==> config.mk <==
export PLATFORM = sky130hd
export DESIGN_NAME = pipe_stage_reg_flat
export DESIGN_NICKNAME = d
export VERILOG_FILES = /design/src/rtl/pipeline_pkg.sv /design/src/rtl/pipe_stage_reg_if.sv /design/src/rtl/pipe_slot.sv /design/src/rtl/pipe_stage_reg.sv /design/src/flat_wrapper.sv
export SDC_FILE = /design/constraint.sdc
export NUM_CORES = 1
export LEC_CHECK = 0
export BUFFER_PORTS_ARGS = -buffer_cell sky130_fd_sc_hd__buf_2
export CELL_PAD_IN_SITES_DETAIL_PLACEMENT = 0
export CELL_PAD_IN_SITES_GLOBAL_PLACEMENT = 1
export CORE_ASPECT_RATIO = 0.6
export CORE_MARGIN = 2
export CORE_UTILIZATION = 45
export CTS_BUF_LIST = sky130_fd_sc_hd__clkbuf_2
export CTS_CLUSTER_SIZE = 25
export DETAILED_ROUTE_END_ITERATION = 12
export GPL_TIMING_DRIVEN = 0
export PLACE_DENSITY = 0.85
export SYNTH_ARGS = -nofsm -noshare
export SYNTH_HDL_FRONTEND = slang
export SYNTH_SLANG_ARGS = --single-unit
==> constraint.sdc <==
create_clock -name clk -period 4.6 [get_ports clk]
set_input_delay 0.46 -clock clk [delete_from_list [all_inputs] [get_ports clk]]
set_output_delay 0.46 -clock clk [all_outputs]
set_load 0.05 [all_outputs]
==> src/rtl/pipeline_pkg.sv <==
// Shared pipeline definitions: elastic-stage state encoding and default widths.
package pipeline_pkg;

  typedef enum logic [1:0] {
    ST_EMPTY = 2'd0,
    ST_FULL  = 2'd1,
    ST_SKID  = 2'd2
  } state_t;

  localparam int LEN_WORD          = 32;
  localparam int LEN_REG_FILE_ADDR = 5;

endpackage

==> src/rtl/pipe_stage_reg_if.sv <==
// Valid/ready handshake bundle between an upstream stage, the register and downstream.
interface pipe_stage_reg_if #(
  parameter int LEN_DATA = 32,
  parameter int LEN_CTRL = 4
);
  logic                in_valid;
  logic                in_ready;
  logic [LEN_DATA-1:0] in_data;
  logic [LEN_CTRL-1:0] in_ctrl;
  logic                out_valid;
  logic                out_ready;
  logic [LEN_DATA-1:0] out_data;
  logic [LEN_CTRL-1:0] out_ctrl;

  modport master (
    output in_valid, in_data, in_ctrl, out_ready,
    input  in_ready, out_valid, out_data, out_ctrl
  );

  modport slave (
    input  in_valid, in_data, in_ctrl, out_ready,
    output in_ready, out_valid, out_data, out_ctrl
  );
endinterface

==> src/rtl/pipe_slot.sv <==
// One {valid, ctrl, data} holding register; clear kills the beat but leaves the payload.
module pipe_slot #(
  parameter int LEN_DATA = 32,
  parameter int LEN_CTRL = 4
) (
  input  logic                clk,
  input  logic                i_rst,
  input  logic                i_clear,
  input  logic                i_load,
  input  logic [LEN_DATA-1:0] i_data,
  input  logic [LEN_CTRL-1:0] i_ctrl,
  output logic                o_valid,
  output logic [LEN_DATA-1:0] o_data,
  output logic [LEN_CTRL-1:0] o_ctrl
);

  logic                r_valid;
  logic [LEN_DATA-1:0] r_data;
  logic [LEN_CTRL-1:0] r_ctrl;

  always_ff @(posedge clk) begin
    if (i_rst) begin
      r_valid <= 1'b0;
      r_ctrl  <= '0;
      r_data  <= '0;
    end else if (i_clear) begin
      r_valid <= 1'b0;
      r_ctrl  <= '0;
    end else if (i_load) begin
      r_valid <= 1'b1;
      r_ctrl  <= i_ctrl;
      r_data  <= i_data;
    end
  end

  assign o_valid = r_valid;
  assign o_data  = r_data;
  assign o_ctrl  = r_ctrl;

endmodule

==> src/rtl/pipe_stage_reg.sv <==
// Elastic inter-stage register: main slot plus optional skid slot, flush, and a
// saturating stall counter. Empty or flushed slots present zero control (NOP bubble).
module pipe_stage_reg
  import pipeline_pkg::*;
#(
  parameter int LEN_DATA = LEN_WORD,
  parameter int LEN_CTRL = 4,
  parameter int SKID     = 1,
  parameter int LEN_CNT  = 16
) (
  input  logic               clk,
  input  logic               reset,
  input  logic               flush,
  pipe_stage_reg_if.slave    ifc,
  output logic [LEN_CNT-1:0] stall_cnt
);

  function automatic logic [LEN_CNT-1:0] sat_inc(input logic [LEN_CNT-1:0] v);
    return (&v) ? v : v + 1'b1;
  endfunction

  state_t              r_state;
  logic [LEN_CNT-1:0]  r_stall_cnt;

  logic                w_in_ready, w_slot_free, w_in_fire, w_out_fire;
  logic                w_main_valid, w_skid_valid;
  logic [LEN_DATA-1:0] w_main_data, w_skid_data, w_main_din;
  logic [LEN_CTRL-1:0] w_main_ctrl, w_skid_ctrl, w_main_cin;
  logic                w_main_load, w_main_clear, w_skid_load, w_skid_clear;

  // With a skid slot in_ready depends only on registered state; without one it
  // must look at out_ready so a full slot can still swap in the same cycle.
  assign w_slot_free = (SKID != 0) ? ~w_skid_valid : (ifc.out_ready | ~w_main_valid);
  assign w_in_ready  = ~reset & ~flush & w_slot_free;
  assign w_in_fire   = ifc.in_valid & w_in_ready;
  assign w_out_fire  = w_main_valid & ifc.out_ready;

  always_comb begin
    w_main_load  = 1'b0;
    w_main_clear = flush;
    w_skid_load  = 1'b0;
    w_skid_clear = flush;
    w_main_din   = ifc.in_data;
    w_main_cin   = ifc.in_ctrl;
    if (!flush) begin
      case (r_state)
        ST_EMPTY: w_main_load = w_in_fire;
        ST_FULL: begin
          w_main_load  = w_in_fire & w_out_fire;
          w_main_clear = w_out_fire & ~w_in_fire;
          w_skid_load  = w_in_fire & ~w_out_fire;
        end
        ST_SKID: begin
          w_main_load  = w_out_fire;
          w_skid_clear = w_out_fire;
          w_main_din   = w_skid_data;
          w_main_cin   = w_skid_ctrl;
        end
        default: ;
      endcase
    end
  end

  always_ff @(posedge clk) begin
    if (reset) begin
      r_state <= ST_EMPTY;
    end else if (flush) begin
      r_state <= ST_EMPTY;
    end else begin
      case (r_state)
        ST_EMPTY: if (w_in_fire) r_state <= ST_FULL;
        ST_FULL: begin
          if (w_in_fire && !w_out_fire)
            r_state <= (SKID != 0) ? ST_SKID : ST_FULL;
          else if (!w_in_fire && w_out_fire)
            r_state <= ST_EMPTY;
        end
        ST_SKID:  if (w_out_fire) r_state <= ST_FULL;
        default:  r_state <= ST_EMPTY;
      endcase
    end
  end

  always_ff @(posedge clk) begin
    if (reset)
      r_stall_cnt <= '0;
    else if (w_main_valid && !ifc.out_ready)
      r_stall_cnt <= sat_inc(r_stall_cnt);
  end

  pipe_slot #(.LEN_DATA(LEN_DATA), .LEN_CTRL(LEN_CTRL)) u_main (
    .clk     (clk),
    .i_rst   (reset),
    .i_clear (w_main_clear),
    .i_load  (w_main_load),
    .i_data  (w_main_din),
    .i_ctrl  (w_main_cin),
    .o_valid (w_main_valid),
    .o_data  (w_main_data),
    .o_ctrl  (w_main_ctrl)
  );

  generate
    if (SKID != 0) begin : g_skid
      pipe_slot #(.LEN_DATA(LEN_DATA), .LEN_CTRL(LEN_CTRL)) u_skid (
        .clk     (clk),
        .i_rst   (reset),
        .i_clear (w_skid_clear),
        .i_load  (w_skid_load),
        .i_data  (ifc.in_data),
        .i_ctrl  (ifc.in_ctrl),
        .o_valid (w_skid_valid),
        .o_data  (w_skid_data),
        .o_ctrl  (w_skid_ctrl)
      );
    end else begin : g_no_skid
      assign w_skid_valid = 1'b0;
      assign w_skid_data  = '0;
      assign w_skid_ctrl  = '0;
    end
  endgenerate

  assign ifc.in_ready  = w_in_ready;
  assign ifc.out_valid = w_main_valid;
  assign ifc.out_data  = w_main_data;
  assign ifc.out_ctrl  = w_main_ctrl & {LEN_CTRL{w_main_valid}};
  assign stall_cnt     = r_stall_cnt;

endmodule

==> src/flat_wrapper.sv <==
// flat-port wrapper written by rule: the top's interface ports become plain ports
module pipe_stage_reg_flat import pipeline_pkg::*;
#(
  parameter int LEN_DATA = LEN_WORD,
  parameter int LEN_CTRL = 4,
  parameter int SKID     = 1,
  parameter int LEN_CNT  = 16
)
  (clk, reset, flush, stall_cnt, ifc_in_valid, ifc_in_data, ifc_in_ctrl, ifc_out_ready, ifc_in_ready, ifc_out_valid, ifc_out_data, ifc_out_ctrl);
  pipe_stage_reg_if #(.LEN_DATA(LEN_DATA), .LEN_CTRL(LEN_CTRL)) ifc_i ();
  input  logic clk;
  input  logic reset;
  input  logic flush;
  output logic [LEN_CNT-1:0] stall_cnt;
  input wire logic [$bits(ifc_i.in_valid)-1:0] ifc_in_valid;
  input wire logic [$bits(ifc_i.in_data)-1:0] ifc_in_data;
  input wire logic [$bits(ifc_i.in_ctrl)-1:0] ifc_in_ctrl;
  input wire logic [$bits(ifc_i.out_ready)-1:0] ifc_out_ready;
  output wire logic [$bits(ifc_i.in_ready)-1:0] ifc_in_ready;
  output wire logic [$bits(ifc_i.out_valid)-1:0] ifc_out_valid;
  output wire logic [$bits(ifc_i.out_data)-1:0] ifc_out_data;
  output wire logic [$bits(ifc_i.out_ctrl)-1:0] ifc_out_ctrl;
  assign ifc_i.in_valid = ifc_in_valid;
  assign ifc_i.in_data = ifc_in_data;
  assign ifc_i.in_ctrl = ifc_in_ctrl;
  assign ifc_i.out_ready = ifc_out_ready;
  assign ifc_in_ready = ifc_i.in_ready;
  assign ifc_out_valid = ifc_i.out_valid;
  assign ifc_out_data = ifc_i.out_data;
  assign ifc_out_ctrl = ifc_i.out_ctrl;
  pipe_stage_reg #(.LEN_DATA(LEN_DATA), .LEN_CTRL(LEN_CTRL), .SKID(SKID), .LEN_CNT(LEN_CNT)) u_core (.clk(clk), .reset(reset), .flush(flush), .ifc(ifc_i), .stall_cnt(stall_cnt));
endmodule
# Word-level counts from Yosys, hierarchy flattened
# Cells that the tools add are included.
classes:
  add_sub_neg: 1
  n_eq_ne: 5
  mux: 17
  n_bitwise: 16
  reduce_logical: 15
ops:
  columns: ["cell", "n"]
  rows:
  - ["2-to-1 mux 32 bit", 2]
  - ["adder 16 x 1 -> 16 bit, second input constant", 1]
  - ["AND reduction 16 bit", 1]
  - ["2-to-1 mux 2 bit", 4]
  - ["2-to-1 mux 4 bit", 2]
  - ["NOT 1 bit", 8]
  - ["AND 1 bit", 7]
  - ["2-to-1 mux 1 bit", 7]
  - ["case mux 2 bit (3 select lines)", 1]
  - ["AND reduction 2 bit", 3]
  - ["OR reduction 2 bit", 3]
  - ["AND 4 bit", 1]
  - ["inequality test 2 x 1 -> 1 bit, second input constant", 2]
  - ["logical AND 1 bit", 3]
  - ["logical NOT 1 bit", 3]
  - ["inequality test 3 x 1 -> 1 bit, second input constant", 1]
  - ["case mux 1 bit (3 select lines)", 1]
  - ["AND reduction 3 bit", 1]
  - ["equality test 2 x 1 -> 1 bit, second input constant", 1]
  - ["equality test 2 bit, second input constant", 1]
  - ["logical NOT 2 bit", 1]
word_totals:
  register_bits: 92
  inputBits: 41
  output_inout_bits: 54
  wordCells: 62

# Logic depth before layout (Yosys ltp)
# Gate-level depths: netlist of the first run.
depth:
  ltp_word: 10
  ltp_mapped: 7
  depth_no_buf: 5

# Hierarchy
# From an unflattened synthesis of the first run, not the netlist that was laid out.
hier_totals:
  hier_cells: 499
  hier_area_um2: 5066.1
modules_own_cells:
  columns: ["mod", "instances", "cells_per_inst", "area_each_um2", "seq_area_each_um2"]
  rows:
  - ["pipe_slot", 2, 162, 1765.4, 740.7]
  - ["pipe_stage_reg", 1, 175, 1535.2, 360.3]

# Worst setup path before layout of the first run
# No wires, ideal clock.
synth_timing:
  path_kind: "input to output"
  from: "input reset"
  to: "output ifc_in_ready"
  t_arrival_ns: 1.912
  required_ns: 4.140
  path_slack_ns: 2.228
  stages: 3
  path_buffers: 2
  path_cell_list: "clkbuf_1 buf_1 nor3_1"
synth_between:
  elab_chain_len: 3
synth_rtl:
  columns: ["element", "line_no", "text"]
  rows:
  - ["from (decl)", "flat_wrapper.sv:12", "input logic reset;"]
  - ["NOT 1 bit", "pipe_stage_reg.sv:34", "assign w_in_ready = ~reset & ~flush & w_slot_free;"]
  - ["AND 1 bit (2 in a row)", "pipe_stage_reg.sv:34", null]
  - ["to (decl)", "flat_wrapper.sv:19", "output wire logic [$bits(ifc_i.in_ready)-1:0] ifc_in_ready;"]
# No other way between the ends.

# Worst setup path in the final report of the first run
layout_timing:
  from: "register u_core.r_stall_cnt[4] (netlist: u_core.stall_cnt[4])"
  to: "register u_core.r_stall_cnt[2] (netlist: u_core.stall_cnt[2])"
layout_between:
  elab_chain_len: 3
layout_rtl:
  columns: ["element", "line_no", "text"]
  rows:
  - ["from (decl)", "pipe_stage_reg.sv:23", "logic [LEN_CNT-1:0] r_stall_cnt;"]
  - ["from (signal assigned)", "pipe_stage_reg.sv:88", "r_stall_cnt <= sat_inc(r_stall_cnt);"]
  - ["AND reduction 16 bit", "pipe_stage_reg.sv:19", "return (&v) ? v : v + 1'b1;"]
  - ["NOT 1 bit (no source line)", null, null]
  - ["AND reduction 2 bit (no source line)", null, null]
# No other way between the ends.
# A chain may end at the register's enable or synchronous reset.

==> metrics.cfg, run 1 <==
[pwr]
finalPower_w=0.001525
ir_worst_vdd_mv=0.1332
leakagePower_nw=1.805
p_per_area_nw_per_um2=313.3

[synth]
synthArstFlopShare_pct=0
synth_common_cells=dfxtp_1 (92), nand2_1 (83), a21oi_1 (43), nor3_1 (39), mux2i_1 (38)
synth_largest_area_cell=dfxtp_1
synth_area_leaders=dfxtp_1 (45%), mux2i_1 (9.3%), nand2_1 (7.6%), a211oi_1 (6.0%), a21oi_1 (5.2%)
synth.avg_cell_area_sq_um=9.031
ys_seq_elements=92
synth_cell_type_count=52
netlist_instances=455
synth-edff-count=0
synth_top_area_share_pct=44.82
yosys_warnings=0
synth_seq_area_share_pct=44.82
synth.most_common_cell=dfxtp_1
synth.cell_area_sq_um=4109
synth_fp_nets=497
synth_flop_cell=dfxtp_1

[sta]
post-route-period-util_pct=51.29
fin_tns_setup_ns=0
holdWs_ns=0.1020
fmax_mhz=423.8
maxSlewViolCount=0
maxSlewHeadroom_pct=27.13
timing.final.crit_period_ns=2.359
hold_viol=0
clock_skew_ns=0.02676
setup_viol=0
worst_pin_slew_ns=1.079
rsz0062_at_grt=no

[route]
ant_nets=0
routed_wl_um=10770
drc=0
wire_per_inst_um=15.95
drt_iter0_markers=339
first_pass_iters=5
num_vias=3662
routed_via_density=5.425

[clocking]
clock_latency_ns=0.56
tritoncts=built
cts_max_level=3
clock_sinks=92
path_clk_slew_ns=0.24
ctsResizeCount=0
cts_setup_buffers=0
ctsRootBufferMaster=clkbuf_2
cts_max_path_buffers=2
hold_buffers=0
cts_buffers=9

[finish]
syn2layout_area_growth_pct=18.48
nNetsFinal=601
stdcell_count=675
antenna_cells=0
drive_gt1_share_pct=25.04
utilization_pct=56.05

[critical_path]
cp_slowest_cell=nor4_1
crit_required_ns=5.07
worstReg2RegStart=u_core.stall_cnt[4]
max_stage_delay_ns=0.74
critPathLaunchType=register
path_delay_family=simple AND/OR/NAND/NOR gates
crit_path_max_fanout=10
worstSetupStartpoint=u_core.stall_cnt[4]
worstSetupPathType=register to register
cp.arrival_ns=2.83
worst-path-buf-inv=1
crit_chain=nand4_1 > nor4_1 > buf_2 > nor2_1 > a311oi_1
endpoint_kind=register

[global_route]
grt_usage_pct=21.90
antenna_found_initial=0
busiest_layer=met1
grt_overflow=0
globalRouteMet1Util_pct=33.66
grt_pass1_wl_um=16790
use_met3_pct=5.999
grt_max_degree=15
use_met2_pct=30.16
grt_pass1_vias=3264

[floorplan]
coreArea_sq_um=8686
initial_core_util_pct=47.31
io_pins=95
core.rowCount=26
die_h_um=78.02
die_w_um=127.4
dieArea_sq_um=9936

[flow_run]
maxCapViolations=0

[hold_path]
min_from=ifc_in_data[4]
hp-class=primary input to register

[place]
dp_hpwl_um=7954
numPortBuffers=93
place_congestion=0.9144
placed_cells=660

[outcome]
status=finished, final reports clean

-- placed cells by master (no fill, tap or decap), types with 3 or more instances in the layout --
cell       count
a211oi_1      33
a211oi_2       4
a21oi_1       43
and2_1         5
buf_12         3
buf_2        100
buf_6          7
bufinv_16      3
clkbuf_1      12
clkbuf_2      11
dfxtp_1       92
inv_1          6
mux2i_1       38
nand2_1       83
nand3_1        6
nand4_1        4
nor2_1        12
nor2b_1        3
nor3_1        39
nor4_1         6
o21ai_0        5
o31ai_1        3
o41ai_1        3
or4_1          4
-- stage by stage --
| step | setup WS, ns | area [sq um] |
|---|---|---|
| 2_1_floorplan | 2.228 | 4109 |
| 3_3_place_gp | 2.089 | 4715 |
| 3_5_place_dp | 2.087 | 4715 |
| 4_1_cts | 2.279 | 4868 |
| 5_1_grt | 2.071 | 4868 |
| 6_report | 2.241 | 4868 |
-- worst paths after layout --
| check | to | slack (ns) | depth (start not counted) |
|---|---|---|---|
| worst max-delay path | u_core.stall_cnt[2] | 2.24 | 5 |
| worst min-delay path | u_core.g_skid.u_skid.o_data[4] | 0.10 | 3 |
| worst max register to register | u_core.stall_cnt[2] | 2.24 | 5 |
| worst min register to register | u_core.g_skid.u_skid.o_data[1] | 0.47 | 2 |
-- state kept, by name, indices dropped and copies added, names as in the netlist --
name                          cells
u_core.g_skid.u_skid.o_ctrl       4
u_core.u_main.o_data             32
u_core.stall_cnt                 16
u_core.u_main.o_ctrl              4
u_core.g_skid.u_skid.o_valid      1
u_core.g_skid.u_skid.o_data      32
u_core.r_state                    2
u_core.u_main.o_valid             1
-- worst min-delay path, cell delays in order --
cell	delay (ns)
buf_2	0.10
nand2_1	0.05
a21oi_1	0.05
-- logic make-up after synthesis --
logic type / after synthesis / share of synthesized area (%)
and+or+nand+nor: 178 / 20.92
AOI/OAI and AO/OA: 102 / 16.66
xor gates and xnor gates: 1 / 0.2132
adders and majority gates: 1 / 0.3045
muxes: 40 / 9.805
DFF: 92 / 44.82
buffers and inverters: 41 / 7.278
-- area by class of cell --
type | instances | area (sq um)
Timing Repair Buffer | 93 | 465.4
Inverter | 6 | 22.52
Fill cell | 802 | 3817
Clock inverter | 4 | 98.84
Clock buffer | 11 | 55.05
Buffer | 35 | 276.5
Sequential cell | 92 | 1842
Multi-Input combinational cell | 322 | 1968
Tap cell | 112 | 140.1
-- where the power goes --
group,internal [W],switching [W],leakage (nW)
Combinational,0.0000618,0.000128,0.968
Clock,0.000237,0.000270,0.0922
Sequential,0.000818,0.0000106,0.745
-- layer usage --
layer	share of wire, %	wire, um
met1	51	5539
met2	40	4352
met3	7.4	794
met4	0.75	81
met5	0	0
Note: power is estimated with default switching activity, not from simulation.
==> run 2: changes to the inputs <==
--- a/config.mk
+++ b/config.mk
@@ -10,12 +10,12 @@
 export CELL_PAD_IN_SITES_GLOBAL_PLACEMENT = 1
 export CORE_ASPECT_RATIO = 0.6
 export CORE_MARGIN = 2
-export CORE_UTILIZATION = 45
+export CORE_UTILIZATION = 42
 export CTS_BUF_LIST = sky130_fd_sc_hd__clkbuf_2
 export CTS_CLUSTER_SIZE = 25
 export DETAILED_ROUTE_END_ITERATION = 12
 export GPL_TIMING_DRIVEN = 0
-export PLACE_DENSITY = 0.85
+export PLACE_DENSITY = 0.8
 export SYNTH_ARGS = -nofsm -noshare
 export SYNTH_HDL_FRONTEND = slang
 export SYNTH_SLANG_ARGS = --single-unit
==> constraint.sdc (replaced) <==
create_clock -name clk -period 2.25 [get_ports clk]
set_input_delay 0.225 -clock clk [delete_from_list [all_inputs] [get_ports clk]]
set_output_delay 0.225 -clock clk [all_outputs]
set_load 0.05 [all_outputs]
==> run 2 against run 1 <==
Against the previous run:
- via count grew 4.6%
- cell count rose by 8.3%
- power rose by 95%
- wire length grew 5.4%
- sequential cell count is the same
- worst hold slack worse by 0.039 ns
- clock skew rose by 0.0055 ns
- die area increased by 6.8%
- fmax up 9.5%
- register-to-register slack worse by 2.1 ns
- clock power increased by 67%
- largest power group unchanged
- highest routed layer unchanged
==> metrics.cfg, run 2 (synthesized netlist as in run 1, its figures left out) <==
[critical_path]
cp_slowest_cell=or4b_4
max_stage_delay_ns=0.58
worst-path-buf-inv=2
path_delay_family=simple AND/OR/NAND/NOR gates
crit_path_max_fanout=10
worstSetupPathType=register to register
endpoint_kind=register
cp.arrival_ns=2.58
crit_required_ns=2.68
critPathLaunchType=register
crit_chain=or4b_4 > nor3_4 > or2_1 > clkbuf_8 > buf_8 > a211oi_1

[sta]
clock_skew_ns=0.03223
maxSlewViolCount=0
hold_viol=0
timing.final.crit_period_ns=2.154
maxSlewHeadroom_pct=25.97
rsz0062_at_grt=no
holdWs_ns=0.06281
fmax_mhz=464.3
fin_tns_setup_ns=0
setup_viol=0
worst_pin_slew_ns=1.096
post-route-period-util_pct=95.73

[finish]
multi_input_comb_area_sq_um=1993
regArea_sq_um=1844
syn2layout_area_growth_pct=27.83
drive_gt1_share_pct=24.46
antenna_cells=0
final_cell_mix=buf_2 (100), dfxtp_1 (90), nand2_1 (83), a21oi_1 (43), nor3_1 (39)
nFillCells=866
finalInstanceArea_sq_um=5253
stdcell_count=731
nNetsFinal=638
mostFrequentLayoutCell=buf_2

[place]
dp_hpwl_um=8019
placed_cells=678
numPortBuffers=93
place_area_sq_um=4740
place_congestion=0.9238

[global_route]
use_met3_pct=6.124
grt_max_degree=16
grt_pass1_vias=3584
grt_overflow=0
globalRouteMet1Util_pct=32.37
use_met2_pct=32.88
antenna_found_initial=0
grt_usage_pct=22.33
grt_pass1_wl_um=18490
busiest_layer=met2

[route]
num_vias=3831
routed_wl_um=11350
wire_per_inst_um=15.53
drt_iter0_markers=167
first_pass_iters=4
routed_via_density=5.241
ant_nets=0
drc=0

[pwr]
power_frac_seq_pct=56.9
p_per_area_nw_per_um2=567.4
p_sw_share_pct=29.18
leakagePower_nw=1.954
ir_worst_vdd_mv=0.2864
power_switching_w=0.0008696
clkPwrFrac_pct=28.4
pwr-share-comb_pct=14.7
internal_power_w=0.002110

[clocking]
cts_setup_buffers=0
tritoncts=built
clock_sinks=92
cts_buffers=9
clock_latency_ns=0.58
cts_max_path_buffers=2
cts_max_level=3
ctsRootBufferMaster=clkbuf_2
path_clk_slew_ns=0.23

[floorplan]
initial_core_util_pct=44.07
coreArea_sq_um=9324
dieArea_sq_um=10620
die_w_um=131.7
core.rowCount=27
die_h_um=80.62
io_pins=95

[hold_path]
hp-class=primary input to register

[outcome]
status=finished, final reports clean

[flow_run]
maxCapViolations=0

[run 2: changes by cell type in the layout (fill, tap and decap cells not counted), sizes merged]
cell | previous run | this run
dlygate4sd3 | 0 | 37
clkinvlp | 0 | 2
bufinv | 3 | 1
clkinv | 1 | 2
[run 2: worst reg2reg max path, stage by stage (launching register included)]
cell and delay [ns]:
dfxtp_1 0.42, or4b_4 0.58, nor3_4 0.44, or2_1 0.19
clkbuf_8 0.17, buf_8 0.15, a211oi_1 0.08
[run 2: cell type report]
class | instances | share of cell area (%)
buffer | 35 | 5.264
clock buffer | 11 | 1.048
sequential | 92 | 35.11
multi-input combinational | 322 | 37.95
timing repair buffer | 130 | 15.91
clock inverter | 5 | 1.191
inverter | 6 | 0.4288
tap | 130 | 3.097
[run 2: power groups by stage]
stage | Combinational, W | Sequential, W | Clock (W)
finish | 0.000439 | 0.00170 | 0.000846
global route | 0.000474 | 0.00170 | 0.000926
CTS | 0.000437 | 0.00170 | 0.000873
detailed placement | 0.000386 | 0.00173 | 0
global placement | 0.000383 | 0.00173 | 0
floorplan | 0.000157 | 0.00183 | 0
[run 2: repair_timing]
| action | in CTS | in global routing |
|---|---|---|
| gates cloned | 0 | 0 |
| endpoints found under the hold margin | 72 | 0 |
| resized for setup | 1 | 3 |
| hold buffers | 37 | 0 |
| endpoints found under the setup margin | 2 | 9 |
[run 2: routing by layer]
metal	wire, um	vias up	share of wire [%]
met2	4696	96	41
met4	92	0	0.81
li1	-	1921	-
met1	5983	1806	53
met3	577	8	5.1
met5	0	-	0
[run 2: final timing paths]
path / startpoint / end / slack (ns) / cells after the start
setup reg to reg: u_core.g_skid.u_skid.o_valid / u_core.u_main.o_ctrl[3] / 0.1 / 6
hold / removal: ifc_in_valid / u_core.r_state[1] / 0.06 / 4
setup / recovery: u_core.g_skid.u_skid.o_valid / u_core.u_main.o_ctrl[3] / 0.1 / 6
hold reg to reg: u_core.g_skid.u_skid.o_data[14] / u_core.g_skid.u_skid.o_data[14] / 0.47 / 2
[run 2: stage by stage]
step | utilization [%] | worst slack (ns) | total power (W)
finish | 56.33 | 0.09616 | 0.002980
global route | 56.33 | 0.005522 | 0.003102
CTS | 56.13 | 0.1069 | 0.003007
detailed placement | 50.83 | -0.1018 | 0.002113
global placement | 50.83 | 0.01521 | 0.002109
floorplan | - | 0.1297 | 0.001990
==> run 3: changes to the inputs <==
--- a/config.mk
+++ b/config.mk
@@ -14,8 +14,9 @@
 export CTS_BUF_LIST = sky130_fd_sc_hd__clkbuf_2
 export CTS_CLUSTER_SIZE = 25
 export DETAILED_ROUTE_END_ITERATION = 12
+export GPL_ROUTABILITY_DRIVEN = 0
 export GPL_TIMING_DRIVEN = 0
-export PLACE_DENSITY = 0.8
+export PLACE_DENSITY = 0.92
 export SYNTH_ARGS = -nofsm -noshare
 export SYNTH_HDL_FRONTEND = slang
 export SYNTH_SLANG_ARGS = --single-unit
==> run 3 against run 2 <==
Against the previous run:
- clock power is 1% lower
- register-to-register slack better by 0.03 ns
- design area is 0.14% higher
- global-route usage is 1.7 points lower
- highest routed layer unchanged
- sequential share of layout area is 0.050 points lower
==> metrics.cfg, run 3 (synthesized netlist as in run 1, its figures left out) <==
[global_route]
antenna_found_initial=0
grt_pass1_wl_um=17110
grt_max_degree=16
grt_usage_pct=20.64
grt_overflow=0
grt_pass1_vias=3490

[clocking]
clock_latency_ns=0.59
tritoncts=built
cts_buffers=9
cts_max_level=3
clock_sinks=92
cts_max_path_buffers=2
ctsRootBufferMaster=clkbuf_2
path_clk_slew_ns=0.23

[finish]
nFillCells=865
antenna_cells=0
final_cell_mix=buf_2 (100), dfxtp_1 (90), nand2_1 (83), a21oi_1 (43), nor3_1 (39)
nNetsFinal=640
syn2layout_area_growth_pct=28.01
stdcell_count=733
drive_gt1_share_pct=24.38
mostFrequentLayoutCell=buf_2

[critical_path]
cp.arrival_ns=2.64
rr_endpoint=u_core.stall_cnt[12]
cp_slowest_cell=or4_1
crit_required_ns=2.77
worstSetupPathType=register to register
crit_chain=ha_1 > nand3_1 > or4_1 > or3_1 > a21oi_1
regToRegSetupSlack_ns=0.13
critPathLaunchType=register
crit_path_max_fanout=8
reg2regPathDepth=5
max_stage_delay_ns=0.60
endpoint_kind=register
worstReg2RegStart=u_core.stall_cnt[0]

[route]
first_pass_iters=4
wire_per_inst_um=14.93
routed_wl_um=10940
routed_via_density=5.220
drt_iter0_markers=275
ant_nets=0
num_vias=3826
drc=0

[outcome]
status=finished, final reports clean

[sta]
post-route-period-util_pct=94.23
clock_skew_ns=0.02647
setup_viol=0
maxSlewHeadroom_pct=32.35
worst_pin_slew_ns=1.002
fin_tns_setup_ns=0
rsz0062_at_grt=no
worst_slack_ns=0.1298
fmax_mhz=471.7
maxSlewViolCount=0
timing.final.crit_period_ns=2.120
hold_viol=0

[hold_path]
min_from=ifc_out_ready
holdPathEnd=u_core.stall_cnt[2]
hp-class=primary input to register
min_path_cells=4

[floorplan]
io_pins=95
initial_core_util_pct=44.07
die_w_um=131.7
core.rowCount=27
die_h_um=80.62
coreArea_sq_um=9324
dieArea_sq_um=10620

[pwr]
ir_worst_vdd_mv=0.3071
leakagePower_nw=1.947
p_per_area_nw_per_um2=564.2

[place]
dp_hpwl_um=7989
numPortBuffers=93
placed_cells=678
dp_slack_ns=-0.01251

[flow_run]
maxCapViolations=0

-- run 3: critical path, delay by kind of cell (launching register included) --
family,cells,cell delay (ns)
and+or+nand+nor,3,1.25
DFF,1,0.44
adders and majority gates,1,0.24
AOI/OAI and AO/OA,1,0.14
-- run 3: timing repair --
item	4_1_cts	5_1_grt
setup buffers	0	2
hold endpoints to repair	74	0
gates resized for setup	0	1
setup endpoints to repair	0	7
hold buffers	37	0
-- run 3: power by group --
part / total (W) / internal (W) / leakage, nW / switching, W
Combinational: 0.000437 / 0.000168 / 1.14 / 0.000269
Clock: 0.000835 / 0.000268 / 0.0648 / 0.000567
Sequential: 0.00170 / 0.00167 / 0.746 / 0.0000228
-- run 3: final cells by class --
type	count	area (sq um)	area share, %
clock buffers	11	55.05	1.047
clock inverters	5	61.31	1.166
plain buffers	35	276.5	5.257
repair buffers	132	863.3	16.41
flip-flops and latches	92	1844	35.06
inverters	6	22.52	0.4282
well taps	130	162.7	3.092
multi-input cells	322	1974	37.54
-- run 3: metal layers --
metal / vias to the layer above / track usage (%) / share of wire [%]
li1: 1926 / - / -
met3: 16 / 5.240 / 6.1
met1: 1757 / 27.92 / 49
met5: - / 0 / 0
met2: 127 / 32.41 / 43
met4: 0 / 6.630 / 1.4
-- run 3: how the worst max path moves through the flow --
stage	end	from	slack (ns)
5_1_grt	u_core.stall_cnt[2]	u_core.stall_cnt[4]	0.02
6_report	u_core.stall_cnt[12]	u_core.stall_cnt[0]	0.13
3_3_place_gp	u_core.g_skid.u_skid.o_data[21]	reset	-0.03
2_1_floorplan	u_core.stall_cnt[12]	u_core.stall_cnt[4]	0.13
4_1_cts	u_core.stall_cnt[6]	u_core.stall_cnt[4]	0.08
3_5_place_dp	u_core.g_skid.u_skid.o_data[11]	reset	-0.01
-- run 3: metrics by stage --
step	cell area [sq um]	power [W]	utilization [%]	hold WS, ns
after floorplan	4111	0.001990	-	0.3610
after detailed placement	4740	0.002111	50.83	0.4492
after global placement	4740	0.002105	50.83	0.4410
after global routing	5260	0.003104	56.41	0.03361
final	5260	0.002968	56.41	0.06240
after CTS	5226	0.002994	56.05	0.01463
